--- config.mk ---
export PLATFORM = sky130hd
export DESIGN_NAME = uart_buffer
export DESIGN_NICKNAME = d
export VERILOG_FILES = /design/src/rtl/uart_buffer.sv
export SDC_FILE = /design/constraint.sdc
export NUM_CORES = 1
export LEC_CHECK = 0
export BUFFER_PORTS_ARGS = -buffer_cell sky130_fd_sc_hd__buf_2
export CORE_MARGIN = 4
export CORE_UTILIZATION = 61
export CTS_CLUSTER_DIAMETER = 60
export DETAILED_ROUTE_END_ITERATION = 7
export PLACE_DENSITY = 0.82
export SYNTH_ARGS = -nofsm -noshare
export SYNTH_HDL_FRONTEND = slang
export SYNTH_SLANG_ARGS = --single-unit
--- constraint.sdc ---
create_clock -name clk_bus -period 6.07 [get_ports clk_bus]
set_input_delay 0.3035 -clock clk_bus [delete_from_list [all_inputs] [get_ports clk_bus]]
set_output_delay 0.3035 -clock clk_bus [all_outputs]
set_load 0.02 [all_outputs]
--- src/rtl/uart_buffer.sv ---
// Byte buffer between the CPU port decoder and the uart core: TX FIFO feeding the
// transmitter, RX FIFO absorbing received bytes. Optional build macro: UART_BUFFER_RXHOLD_EN.
module uart_buffer #(
  parameter int DEPTH_LOG2 = 4
) (
  input  logic                  clk_bus,
  input  logic                  reset,
  input  logic [7:0]            wr_data,
  input  logic                  wr_req,
  input  logic                  rd_req,
  output logic [7:0]            rd_data,
  output logic [DEPTH_LOG2:0]   tx_count,
  output logic [DEPTH_LOG2:0]   rx_count,
  output logic                  tx_full,
  output logic                  rx_empty,
  output logic                  tx_ovf,
  output logic                  rx_ovf,
  input  logic                  clr_ovf,
  output logic [7:0]            txdata,
  output logic                  txbegin,
  input  logic                  txbusy,
  input  logic [7:0]            rxdata,
  input  logic                  rxrecv,
  output logic                  data_read,
  output logic [1:0]            tx_state_dbg
);

  localparam int DEPTH = 1 << DEPTH_LOG2;
  localparam int W = DEPTH_LOG2 + 1;
  localparam logic [W-1:0] FULL_CNT = W'(DEPTH);

  typedef enum logic [1:0] {
    T_IDLE  = 2'd0,
    T_ISSUE = 2'd1,
    T_BUSY  = 2'd2
  } tx_state_t;

  tx_state_t tx_state;

  logic [7:0]            tx_mem [DEPTH];
  logic [7:0]            rx_mem [DEPTH];
  logic [DEPTH_LOG2-1:0] tx_wp, tx_rp, rx_wp, rx_rp;
  logic                  tx_empty, rx_full;
  logic                  tx_push, tx_pop, rx_push, rx_pop, rx_take;
  logic                  rst_pend;
`ifdef UART_BUFFER_RXHOLD_EN
  logic                  rx_pend;
`endif

  // Handshakes: txbegin is a one-cycle command, only issued while txbusy=0;
  // rxrecv is held by the receiver until data_read pulses, so rxrecv is ignored
  // while data_read is high and in the first cycle after reset release.
  assign tx_full      = (tx_count == FULL_CNT);
  assign tx_empty     = (tx_count == '0);
  assign rx_full      = (rx_count == FULL_CNT);
  assign rx_empty     = (rx_count == '0);
  assign rd_data      = rx_empty ? 8'h00 : rx_mem[rx_rp];
  assign tx_state_dbg = tx_state;

  assign tx_push = wr_req && !tx_full;
  assign tx_pop  = (tx_state == T_IDLE) && !tx_empty && !txbusy;
  assign rx_pop  = rd_req && !rx_empty;
  assign rx_take = rxrecv && !data_read && !rst_pend;
`ifdef UART_BUFFER_RXHOLD_EN
  assign rx_push = (rx_take || rx_pend) && !rx_full;
`else
  assign rx_push = rx_take && !rx_full;
`endif

  // Storage is deliberately left out of reset.
  always_ff @(posedge clk_bus) begin
    if (tx_push) tx_mem[tx_wp] <= wr_data;
    if (rx_push) rx_mem[rx_wp] <= rxdata;
  end

  always_ff @(posedge clk_bus or posedge reset) begin
    if (reset) begin
      tx_wp    <= '0;
      tx_rp    <= '0;
      tx_count <= '0;
      tx_ovf   <= 1'b0;
      tx_state <= T_IDLE;
      txbegin  <= 1'b0;
      txdata   <= 8'h00;
    end else begin
      if (tx_push) tx_wp <= tx_wp + 1'b1;
      if (tx_pop)  tx_rp <= tx_rp + 1'b1;
      tx_count <= tx_count + W'(tx_push) - W'(tx_pop);
      if (wr_req && tx_full) tx_ovf <= 1'b1;
      else if (clr_ovf)      tx_ovf <= 1'b0;
      case (tx_state)
        T_IDLE: begin
          if (tx_pop) begin
            txdata   <= tx_mem[tx_rp];
            txbegin  <= 1'b1;
            tx_state <= T_ISSUE;
          end
        end
        T_ISSUE: begin
          txbegin  <= 1'b0;
          tx_state <= T_BUSY;
        end
        T_BUSY: begin
          if (!txbusy) tx_state <= T_IDLE;
        end
        default: begin
          txbegin  <= 1'b0;
          tx_state <= T_IDLE;
        end
      endcase
    end
  end

  always_ff @(posedge clk_bus or posedge reset) begin
    if (reset) begin
      rx_wp     <= '0;
      rx_rp     <= '0;
      rx_count  <= '0;
      rx_ovf    <= 1'b0;
      data_read <= 1'b0;
      rst_pend  <= 1'b1;
`ifdef UART_BUFFER_RXHOLD_EN
      rx_pend   <= 1'b0;
`endif
    end else begin
      rst_pend <= 1'b0;
      if (rx_push) rx_wp <= rx_wp + 1'b1;
      if (rx_pop)  rx_rp <= rx_rp + 1'b1;
      rx_count <= rx_count + W'(rx_push) - W'(rx_pop);
`ifdef UART_BUFFER_RXHOLD_EN
      // A byte arriving into a full FIFO waits here, unacknowledged, for room.
      data_read <= rst_pend || rx_push;
      if (rx_push)               rx_pend <= 1'b0;
      else if (rx_take && rx_full) rx_pend <= 1'b1;
      if (clr_ovf) rx_ovf <= 1'b0;
`else
      data_read <= rst_pend || rx_take;
      if (rx_take && rx_full) rx_ovf <= 1'b1;
      else if (clr_ovf)       rx_ovf <= 1'b0;
`endif
    end
  end

endmodule

==> out/results.tsv <==
stage	metric	value	unit
clock_network	cts-buffers-inserted	29	
hold_path	min_path_type	in2async	
drt	avgViaCountPerCell	5.978	
critical_path	crit_family	simple AND/OR/NAND/NOR gates	
sta	setup_viol	0	
clock_network	cts_tree	done	
sta	fmax	0.3202	GHz
synthesis	syn_avg_cell_area	19.47	µm²
power	ir_drop	352.8	µV
clock_network	hold_buffers	3	
clock_network	cts-resized-gates	0	
drt	drt_wl_total	22760	µm
sta	finClkSkew	15.43	ps
layout	antenna_cells	0	
global_route	met1_usage	27.96	%
critical_path	regToRegStartpoint	tx_count[2]	
critical_path	cp_num_buf_inv	1	
die	io_pins	57	
drt	detail_route.wl_per_cell	23.41	µm
critical_path	critPathMaxStageDelay	960	ps
global_route	grt_pass1_wl	35870	µm
sta	slew_headroom	20.58	%
place	portBuffers	56	
layout	multi_input_area	2975	µm²
global_route	grt_use_total	21.45	%
synthesis	syn_nets	663	
global_route	met3_usage	3.291	%
global_route	antenna_found_initial	0	
place	dp_cells	915	
critical_path	rr_endpoint	tx_mem[3][7]	
global_route	grt_start_max_net_pins	42	
power	p_per_area	467.6	nW/µm²
layout	regArea	8717	µm²
die	die-area	21970	µm²
critical_path	cp_max_fo	9	
synthesis	postSynthCellCount	616	
critical_path	slowest_stage	nor3_1	
synthesis	synth_cell_type_count	45	
synthesis	synth_warnings	0	
critical_path	cp_data_arrival_time	3270	ps
die	die_x	148.2	µm
global_route	first_global_vias	6283	
synthesis	async_reset_ff_share	13.80	%
layout	fillers	1232	
drt	antenna_left	0	
die	die_h	148.2	µm
global_route	top_usage_layer	met2	
synthesis	seq_area_frac_synth	72.65	%
clock_network	cts_root_buffer	clkbuf_16	
layout	syn_to_final_growth	11.87	%
critical_path	cp_cell_sequence	inv_1 > ha_1 > and4bb_2 > nor2b_1 > nand2_1 > nor3_1	
synthesis	synth_edf_count	256	
die	rows	51	
critical_path	critPathLaunchType	flip-flop	
clock_network	cts_sinks	297	
critical_path	r2r_setup_slack	2950	ps
run	cap_viol_max_count	0	
clock_network	cts_setup_buffers	0	
global_route	use_met2	38.23	%
layout	nNetsFinal	731	
layout	final_cells	972	
drt	dr_total_vias	5811	
clock_network	clockBufferDepth	3	
clock_network	insertion_delay	540	ps
sta	rsz0062_at_grt	no	
critical_path	cp_data_required_time	6220	ps
sta	final.setup.tns	0	ps
sta	slew_violations	0	
sta	period_share	51.45	%
critical_path	crit_path_end_kind	flip-flop	
layout	drive_above_1_share	25.04	%
global_route	grt_overflow	0	
die	coreArea	19400	µm²
synthesis	syn_area	12000	µm²
sta	worst_slew_pin_slew	1182	ps
sta	period_minus_slack	3123	ps
power	p_leak	4.745	nW
place	dpl.hpwl	14260	µm
drt	drt_iter0_drc	439	
run_status	violations	hold timing	
die	initial_core_util	61.84	%
drt	first_pass_iters	4	
clock_network	htreeDepth	1	
synthesis	ys_ff_latch	297	
drt	drc_errors	0	
synthesis	synth_flop_cell	edfxtp_1	
run_status	outcome	complete, but fails checks	
clock_network	path_clk_slew	60	ps
critical_path	crit_type	reg2reg	
sta	hold_violations	40	
critical_path	rr_worst_depth	6	
place	gp_congestion	0.7878	
sta	holdWs	-22.09	ps
-- placed cells by master, fill, tap and decap left out, types with 4 or more instances in the layout --
cell type  instances
a21oi_1            5
and2_1             8
buf_2             56
buf_4             10
clkbuf_1          12
clkbuf_16         29
dfrtp_1           38
edfxtp_1         256
ha_1              22
inv_1             28
mux2_2             8
mux2i_1           32
mux4_1            10
mux4_2            54
nand2_1           22
nand4_1            4
nor2_1            18
nor2b_1            4
nor3_1             4
nor4_1             4
o21ai_0           11
o22ai_1            9
xnor2_1           15
xor2_1             5
-- state kept, by name, summed over array words and instances (netlist names) --
signal and count:
rst_pend 1, rx_ovf 1, tx_state_dbg 2, tx_rp 4
tx_count 5, tx_mem 128, data_read 1, txbegin 1
tx_ovf 1, rx_count 5, tx_wp 4, rx_rp 4
txdata 8, rx_mem 128, rx_wp 4
-- cells in the mapped netlist, types with 7 or more instances --
cell type	number	area (µm²)
dfrtp_1	40	1001
o21ai_0	11	55.05
nor2_1	18	67.56
and2_1	8	50.05
mux4_2	54	1216
mux2i_1	32	320.3
mux2_2	8	90.09
buf_1	7	26.28
xnor2_1	15	131.4
edfxtp_1	256	7687
mux4_1	10	262.8
inv_1	29	108.9
nand2_1	22	82.58
ha_1	22	275.3
o22ai_1	9	56.30
-- area by class of cell --
type / count / share of cell area (%)
repair buffers: 69 / 2.872
clock buffers: 44 / 6.051
well taps: 265 / 2.471
clock inverters: 10 / 0.6340
multi-input cells: 257 / 22.17
flip-flops and latches: 297 / 64.96
inverters: 30 / 0.8392
-- worst max-delay path by stage --
stage	from	endpoint	depth (start not counted)
2_1_floorplan	rx_count[3]	rx_count[4]	13
3_3_place_gp	tx_count[2]	tx_count[4]	14
3_5_place_dp	tx_count[2]	tx_mem[3][3]	6
4_1_cts	tx_count[2]	tx_mem[3][7]	6
5_1_grt	tx_count[2]	tx_mem[3][7]	6
6_report	tx_count[2]	tx_mem[3][7]	6
-- where the power goes --
group	internal (W)	switching, W
sequential	0.00246	0.000278
combinational	0.000873	0.000988
clock	0.000965	0.000711
total	0.00430	0.00198
-- cell families after synthesis --
kind of cell             after synthesis  synth area share [%]
AO/OA/AOI/OAI                         31                 1.533
XOR/XNOR                              20                 1.460
adder cells (fa/ha/maj)               24                 2.629
buffers and inverters                 62                 2.545
flip-flops                           297                 72.65
multiplexers                         104                 15.75
other                                  1               0.03126
AND/OR/NAND/NOR                       77                 3.400
-- worst register-to-register path, stage by stage, from the launching register on --
cell      delay (ps)
dfrtp_1          370
inv_1             70
ha_1             200
and4bb_2         240
nor2b_1          600
nand2_1          290
nor3_1           960
-- stage by stage --
step	power (W)	setup slack (ps)	util [%]	area (µm²)
6_report	0.006275	2947	69.18	13420
5_1_grt	0.006583	2707	69.18	13420
4_1_cts	0.006326	2926	69.18	13420
3_5_place_dp	0.004639	2955	64.40	12490
3_3_place_gp	0.004539	3071	64.40	12490
2_1_floorplan	0.004144	2850	-	12000
-- per-layer routing --
metal  vias up  part of all wire [%]
li1       2555                     -
met1      3031                    39
met2       181                    54
met3        44                   5.0
met4         0                   2.5
met5         -                     0
(Power assumes the default switching activity.)
